$ cat config.mk
export PLATFORM = sky130hd
export DESIGN_NAME = pipeline_hazard_ctrl
export DESIGN_NICKNAME = d
export VERILOG_FILES = /design/src/rtl/pipeline_hazard_ctrl.sv
export SDC_FILE = /design/constraint.sdc
export NUM_CORES = 1
export LEC_CHECK = 0
export ABC_AREA = 1
export BUFFER_PORTS_ARGS = -buffer_cell sky130_fd_sc_hd__buf_2
export CAP_MARGIN = 20
export CORE_MARGIN = 2
export CORE_UTILIZATION = 49
export DETAILED_ROUTE_END_ITERATION = 16
export PLACE_DENSITY_LB_ADDON = 0.15
export RECOVER_POWER = 100
export SETUP_SLACK_MARGIN = 0.3
export SLEW_MARGIN = 10
export SYNTH_ARGS = -nofsm -noshare
export SYNTH_HDL_FRONTEND = slang
export SYNTH_SLANG_ARGS = --single-unit
$ cat constraint.sdc
create_clock -name clk -period 2.95 [get_ports clk]
set_clock_uncertainty 0.1 [all_clocks]
set_input_delay 0.1475 -clock clk [delete_from_list [all_inputs] [get_ports clk]]
set_output_delay 0.1475 -clock clk [all_outputs]
set_load 0.01 [all_outputs]
$ cat src/rtl/pipeline_hazard_ctrl.sv
// Pipeline hazard controller: tracks pending register writers, stalls decode
// on RAW/WAW/in-flight-limit hazards and flushes decode after a redirect.
module pipeline_hazard_ctrl #(
  parameter int FLUSH_CYCLES = 2,
  parameter int MAX_INFLIGHT = 4
) (
  input  logic        clk,
  input  logic        rst_n,
  input  logic        dec_valid,
  input  logic [4:0]  dec_rs1,
  input  logic [4:0]  dec_rs2,
  input  logic        dec_rs1_used,
  input  logic        dec_rs2_used,
  input  logic [4:0]  dec_rd,
  input  logic        dec_rd_wr,
  input  logic        wb_valid,
  input  logic [4:0]  wb_rd,
  input  logic        redirect,
  output logic        issue,
  output logic        stall_fetch,
  output logic        stall_decode,
  output logic        flush_decode,
  output logic [31:0] pending,
  output logic [15:0] stall_count,
  output logic        wb_err
);

  localparam int IW = $clog2(MAX_INFLIGHT + 1);

  typedef enum logic [1:0] {RUN, STALL, FLUSH} state_t;

  state_t         state_reg, state_next;
  logic [3:0]     flush_cnt_reg, flush_cnt_next;
  logic [31:0]    pending_reg;
  logic [IW-1:0]  inflight_reg, inflight_next;
  logic [15:0]    stall_count_reg;
  logic           wb_err_reg;

  logic           wb_hit;
  logic           wb_miss;
  logic           src1_haz, src2_haz, dst_haz, full_haz;
  logic           hazard;
  logic           in_flush;
  logic           stall_int;
  logic           do_set;
  logic [31:0]    set_mask;
  logic [31:0]    clr_mask;

  // A writeback only retires a writer when that register is really pending;
  // x0 writebacks are ignored entirely.
  assign wb_hit  = wb_valid && (wb_rd != 5'd0) && pending_reg[wb_rd];
  assign wb_miss = wb_valid && (wb_rd != 5'd0) && !pending_reg[wb_rd];

  // Same-cycle writeback of a source/destination resolves the hazard (bypass).
  assign src1_haz = dec_rs1_used && (dec_rs1 != 5'd0) && pending_reg[dec_rs1]
                    && !(wb_valid && (wb_rd == dec_rs1));
  assign src2_haz = dec_rs2_used && (dec_rs2 != 5'd0) && pending_reg[dec_rs2]
                    && !(wb_valid && (wb_rd == dec_rs2));
  assign dst_haz  = dec_rd_wr && (dec_rd != 5'd0) && pending_reg[dec_rd]
                    && !(wb_valid && (wb_rd == dec_rd));
  assign full_haz = (inflight_reg == IW'(MAX_INFLIGHT)) && !wb_hit;

  assign hazard   = dec_valid && (src1_haz || src2_haz || dst_haz || full_haz);
  assign in_flush = (state_reg == FLUSH);

  // Control outputs are combinational; everything is held low during reset.
  assign issue        = rst_n && dec_valid && !hazard && !redirect && !in_flush;
  assign stall_int    = rst_n && dec_valid && hazard && !redirect && !in_flush;
  assign stall_decode = stall_int;
  assign stall_fetch  = stall_int;
  assign flush_decode = rst_n && (redirect || in_flush);

  assign do_set = issue && dec_rd_wr && (dec_rd != 5'd0);

  // Per-register scoreboard bit; a set in the same cycle as a clear wins.
  generate
    for (genvar gi = 0; gi < 32; gi++) begin : g_sb
      assign set_mask[gi] = do_set && (dec_rd == 5'(gi));
      assign clr_mask[gi] = wb_hit && (wb_rd == 5'(gi));

      // Scoreboard bit update
      always_ff @(posedge clk) begin
        if (!rst_n)
          pending_reg[gi] <= 1'b0;
        else if (set_mask[gi])
          pending_reg[gi] <= 1'b1;
        else if (clr_mask[gi])
          pending_reg[gi] <= 1'b0;
      end
    end
  endgenerate

  // In-flight writer count: set and retire in one cycle cancel out.
  always_comb begin
    inflight_next = inflight_reg;
    case ({do_set, wb_hit})
      2'b10:   inflight_next = inflight_reg + IW'(1);
      2'b01:   inflight_next = inflight_reg - IW'(1);
      default: inflight_next = inflight_reg;
    endcase
  end

  // Next-state logic: redirect dominates from any state.
  always_comb begin
    state_next     = state_reg;
    flush_cnt_next = flush_cnt_reg;
    if (redirect) begin
      state_next     = FLUSH;
      flush_cnt_next = 4'(FLUSH_CYCLES - 1);
    end else begin
      case (state_reg)
        RUN:     if (stall_int) state_next = STALL;
        STALL:   if (!stall_int) state_next = RUN;
        FLUSH: begin
          if (flush_cnt_reg == 4'd0)
            state_next = RUN;
          else
            flush_cnt_next = flush_cnt_reg - 4'd1;
        end
        default: state_next = RUN;
      endcase
    end
  end

  // State, counters and sticky error register
  always_ff @(posedge clk) begin
    if (!rst_n) begin
      state_reg       <= RUN;
      flush_cnt_reg   <= 4'd0;
      inflight_reg    <= '0;
      stall_count_reg <= 16'd0;
      wb_err_reg      <= 1'b0;
    end else begin
      state_reg     <= state_next;
      flush_cnt_reg <= flush_cnt_next;
      inflight_reg  <= inflight_next;
      if (stall_int && (stall_count_reg != 16'hFFFF))
        stall_count_reg <= stall_count_reg + 16'd1;
      if (wb_miss)
        wb_err_reg <= 1'b1;
    end
  end

  assign pending     = pending_reg;
  assign stall_count = stall_count_reg;
  assign wb_err      = wb_err_reg;

endmodule

## Yosys cells after proc, flatten, opt, wreduce, memory -nomap -nowiden

Cells that the tools add are included.

- Bits of input ports: 28
- Flip-flop bits (word level): 58
- Output and inout port bits: 53
- Word-level logic and storage cells: 359

- Bitwise operators: 2
- $add $sub $neg: 4
- $lt $le $gt $ge: 4
- Multiplexer cells: 81
- Reduce and logical (&&, ||, !) cells: 151
- Equality and inequality tests: 78

Operators with widths:

| kind | number |
|---|---|
| $eq A5 B5 Y1 const B | 32 |
| $logic_and A1 B1 Y1 | 92 |
| $eq A5 B4 Y1 const B | 16 |
| $mux W1 | 71 |
| $reduce_bool A2 Y1 | 34 |
| $eq A5 B3 Y1 const B | 8 |
| $lt A5 B6 Y1 const B | 4 |
| $bmux W1 S5 | 4 |
| $eq A5 B2 Y1 const B | 4 |
| $reduce_bool A5 Y1 | 4 |
| $add A16 B1 Y16 const B | 1 |
| $ne A16 B16 Y1 const B | 1 |
| $eq A5 B5 Y1 | 3 |
| $eq A5 B1 Y1 const B | 2 |
| $logic_not A5 Y1 | 2 |
| $logic_not A1 Y1 | 8 |
| $mux W2 | 4 |
| $ne A2 B2 Y1 const B | 3 |
| $ne A3 B3 Y1 const B | 2 |
| $pmux W2 S3 | 1 |
| $pmux W3 S2 | 1 |
| $reduce_and A3 Y1 | 2 |
| $eq A2 B1 Y1 const B | 2 |
| $eq A2 B2 Y1 const B | 2 |
| other kinds (12) | 17 |

## Depth between registers and ports, before layout

- Word-level depth: 16
- Gate-level depth with buffers: 23

## Worst setup path before layout

No wires, ideal clock.

- Path kind: input -> register
- From: input wb_rd[3]
- To: register inflight_reg[2]
- Required time: 2.728 ns
- Setup slack: 0.323 ns
- Buffers on the path: 2
- Stages: 18
- Setup time: 0.122 ns
- Arrival: 2.405 ns
- Cell sequence: buf_4 > nor2_2 > nand2_1 > o21ai_0 > inv_1 > nand3_4 > nand2_4 > nand2_4 > buf_4 > nor2_1 > nand2_1 > ha_1 > inv_1 > fa_1 > a21oi_1 > o21ai_0 > o21ai_0 > a21oi_1

- Cells in the longest elaborated chain, start to end: 16

RTL lines:

| item | RTL line | source |
|---|---|---|
| start, declared | 17 | `input logic [4:0] wb_rd,` |
| parallel branches: the longest is 6 deep, another holds $bmux W1 S5 | n/a |  |
| $logic_or A1 B1 Y1 * | 63 | `assign hazard = dec_valid && (src1_haz \|\| src2_haz \|\| dst_haz \|\| full_haz);` |
| $logic_and A1 B1 Y1 * | 63 |  |
| $logic_not A1 Y1 * | 67 | `assign issue = rst_n && dec_valid && !hazard && !redirect && !in_flush;` |
| $logic_and A1 B1 Y1 * (3 in a row) | 67 |  |
| net issue | 19 | `output logic issue,` |
| $logic_and A1 B1 Y1 * (2 in a row) | 73 | `assign do_set = issue && dec_rd_wr && (dec_rd != 5'd0);` |
| $eq A2 B1 Y1 or $eq A2 B2 Y1 (tied branches) | 96 | `case ({do_set, wb_hit})` |
| $pmux W3 S2 or $reduce_bool A2 Y1 (tied branches) | n/a |  |
| end signal, assigned | 136 | `inflight_reg <= inflight_next;` |
| end, declared | 35 | `logic [IW-1:0] inflight_reg, inflight_next;` |

Mark *: on every way through the listed nets, which the timed path passes. The select of a mux whose other input is x is not followed.
A chain may end at the register's enable or synchronous reset.

## Worst setup path after layout

- From: register pending_reg[23], in the netlist pending[23]
- To: register inflight_reg[2]

- Cells in the longest elaborated chain, start to end: 16

RTL lines:

| item | RTL line | source |
|---|---|---|
| start, declared | 34 | `logic [31:0] pending_reg;` |
| start signal, assigned by index | 84 | `pending_reg[gi] <= 1'b0;` |
| start signal, assigned by index | 86 | `pending_reg[gi] <= 1'b1;` |
| start signal, assigned by index | 88 | `pending_reg[gi] <= 1'b0;` |
| $bmux W1 S5 (on tied branches) | 55, 57 |  |
| $mux W1 (on tied branches) | 55, 57 |  |
| $logic_and A1 B1 Y1 (on tied branches) | 55, 57 |  |
| $logic_and A1 B1 Y1 (on tied branches) | 56, 58 |  |
| $logic_or A1 B1 Y1 (3 in a row) | 63 |  |
| $logic_and A1 B1 Y1 | 63 |  |
| $logic_not A1 Y1 | 67 |  |
| $logic_and A1 B1 Y1 (3 in a row) | 67 |  |
| $logic_and A1 B1 Y1 (2 in a row) | 73 |  |
| $eq A2 B1 Y1 or $eq A2 B2 Y1 (tied branches) | 96 |  |
| $pmux W3 S2 or $reduce_bool A2 Y1 (tied branches) | n/a |  |

Several ways; a longest one is shown, not always the timed one. The select of a mux whose other input is x is not followed.

==> out/metrics.cfg <==
[clock_tree]
clockBufferDepth=2
cts_buffers=9
clk_transition_reported_paths_ns=0.07
cts_tree=yes
insertion_delay_ns=0.35
root_buffer=clkbuf_8
htreeDepth=3
clkSinkCount=58

[finish]
drive_above_1_share_pct=18.8
final_cell_mix=251 x nand2_1, 92 x nor2_1, 87 x nand3_1, 71 x inv_1, 59 x buf_2
layout.nets=999
layout_commonest_cell=nand2_1
synthToLayoutAreaGrowth_pct=17.3
largest_reg_flops=32
diodes=0
stdcell_count=1108
fillers=1127

[detailed_routing]
drc=0
viasPerCell=5.62
wirelength_mm=19.1
drt_iter0_markers=596
vias=6222
wl_per_cell_um=17.3
ant_nets=0
first_pass_iters=5

[setup_path]
r2r-start=pending[23]$_SDFFE_PN0P_
worst_ep_required_time_ns=3.09
cp_slowest_cell=dfxtp_1
regToRegSetupSlack_ns=0.21
crit_top_cell=nand2_1
reg2reg_to=inflight_reg[2]$_SDFFE_PN0P_
worst_setup_path_end_kind=flop
r2r_cells=19
path_class=reg -> reg
cp-start-kind=flop
cp_cell_sequence=nand2_1 > nand2_1 > nand2_1 > nand2_1 > nand2_1 > nand3_1 > o21ai_1 > nor2_2 > nor2_2 > nand2_4 > nor2_2 > nand2_1 > ha_2 > inv_4 > fa_2 > a21oi_2 > o21ai_2 > o21ai_1 > a21oi_1
crit_fanout=6
arrival_ns=2.88
max_stage_delay_ns=0.55

[synthesis]
synth_edf_count=0
synth_compound_gate_area_share_pct=13.3
synth_fp_nets=907
ys.flop_type=dfxtp_1
yosysUniqueCellTypes=37
synth-adder-area-share_pct=1.13
synthXorXnorAreaFrac_pct=2.92
synth_mux_area_share_pct=0
synthSimpleGateAreaFrac_pct=47.4
synthCells=875
synth_area_sq_um=5100
syn_avg_cell_area_sq_um=5.83
ys_seq_area_share_pct=22.8
synth_top_family_by_area=simple AND/OR/NAND/NOR gates
ys.warnings.count=0
postSynth.asyncResetShare_pct=0
synth_seq_cells=58

[timing]
post-route-period-util_pct=92.8
max_slew_margin_pct=21.4
tightest_slew_ns=1.18
rsz0062_at_grt=yes
fmax_mhz=365
fin_tns_setup_ns=0
slew_viol_final=0
setup_viol=0
min_period_ns=2.74
hold_viol=0
fin_ws_ns=0.213

[global_routing]
use_met3_pct=5.21
grt_use_met2_pct=54.1
grt_pass1_wl_mm=30.0
grt_max_degree=50
grt.overflow.total=0
antenna_found_initial=0
grt_usage_pct=34.3
grt_pass1_vias=5543
grt.met1_usage_pct=45.5
grt_busiest_layer=met2

[outcome]
run_status=complete, no violations

[placement]
placedCellCount=1084
hpwlAfterDp_mm=13.7
port_buffers=80
gp_congestion=0.987
dp_slack_ns=0.117

[die]
start_util_pct=49.8
die-area_sq_um=11200
std_cell_rows=37
die_x_um=106
coreArea_sq_um=10200
num_io_pins=81
die_h_um=106

[power_and_ir_drop]
cellPowerDensity_nw_per_um2=347
ir_drop_mv=0.276
p_leak_nw=2.60

[min_path]
hold_end=pending[6]$_SDFFE_PN0P_
min_from=dec_rd[4]
min_path_cells=4
worstHoldPathType=in -> reg

[job]
drv_cap=0

## timing repair
item                                   in CTS  in global routing
endpoints found under the hold margin       7                  0
pin swaps                                   0                 10
setup buffers                               0                  6
setup endpoints to repair                   1                  2
gates resized for setup                    17                 36
hold buffers                                2                  0
## critical path, delay by kind of cell, from the launching register on
family / cells / cell delay [ns]
DFF: 1 / 0.55
buffers and inverters: 1 / 0.04
AOI/OAI and AO/OA: 5 / 0.47
adders and majority gates: 2 / 0.57
and+or+nand+nor: 11 / 0.87
## kinds of logic (layout without fill, tap and decap cells)
| logic type | Yosys count | count (layout) |
|---|---|---|
| AO/OA/AOI/OAI | 125 | 125 |
| XOR/XNOR | 17 | 17 |
| adder cells (fa/ha/maj) | 4 | 4 |
| buffers and inverters | 136 | 233 |
| flip-flops | 58 | 58 |
| AND/OR/NAND/NOR | 535 | 535 |
## metrics by stage
stage / cell area, sq um / utilization (%) / hold WS [ns] / power [mW]
final: 5980 / 58.4 / 0.177 / 2.07
after global routing: 5980 / 58.4 / 0.193 / 2.16
after CTS: 5960 / 58.2 / 0.148 / 2.07
after detailed placement: 5690 / 55.6 / 0.313 / 1.20
after global placement: 5690 / 55.6 / 0.305 / 1.21
after floorplan: 5100 / - / 0.145 / 1.09
## routing by layer
metal / up-vias / wire, um
li1: 3061 / -
met4: 0 / 999
met5: - / 0
met1: 2801 / 7930
met3: 61 / 1590
met2: 299 / 8620
## synth_stat cells, types with 2 or more instances
cell type	number	area share (%)
inv_1	76	5.6
o211ai_1	2	0.29
buf_4	6	0.88
nor2_4	5	1.1
nand2_4	3	0.66
nand2_1	252	19
nor2_2	7	0.86
nand4_1	49	6.0
buf_8	2	0.59
dfxtp_1	58	23
clkinv_1	3	0.22
nand2_2	12	1.5
nor2_1	95	7.0
ha_1	3	0.74
nor3_1	20	2.0
o21ai_1	10	0.98
a21oi_1	53	5.2
nand3_4	2	0.69
o21ai_0	47	4.6
o21ai_2	2	0.34
buf_2	15	1.5
xor2_1	14	2.4
clkbuf_1	14	1.0
a21oi_2	8	1.4
xnor2_1	3	0.52
buf_6	8	1.8
inv_2	10	0.74
nand3_1	87	8.5
## how the worst max path moves through the flow
stage	start	to	slack, ns	cells after the start
after floorplan	wb_rd[3]	inflight_reg[2]$_SDFFE_PN0P_	0.32	18
after global routing	pending[6]$_SDFFE_PN0P_	inflight_reg[2]$_SDFFE_PN0P_	0.08	19
final	pending[23]$_SDFFE_PN0P_	inflight_reg[2]$_SDFFE_PN0P_	0.21	19
after detailed placement	dec_rd[1]	inflight_reg[2]$_SDFFE_PN0P_	0.12	20
after CTS	pending[2]$_SDFFE_PN0P_	inflight_reg[2]$_SDFFE_PN0P_	0.31	19
after global placement	dec_rd[1]	inflight_reg[2]$_SDFFE_PN0P_	0.13	19
## report_power, final
| group | internal, mW | total, mW | switching (mW) | leakage (nW) |
|---|---|---|---|---|
| logic | 0.123 | 0.411 | 0.288 | 2.01 |
| registers | 0.787 | 0.794 | 0.00639 | 0.472 |
| clock network | 0.522 | 0.868 | 0.345 | 0.117 |
## final cells by class
class                           instances  area, sq um  share of cell area, %
Tap cell                              136          170                   2.85
Clock inverter                          4         73.8                   1.23
Multi-Input combinational cell        681         3330                   55.6
Inverter                               90          343                   5.73
Clock buffer                           12          155                   2.59
Sequential cell                        58         1180                   19.7
Timing Repair Buffer                  127          736                   12.3
(Power assumes the default switching activity.)
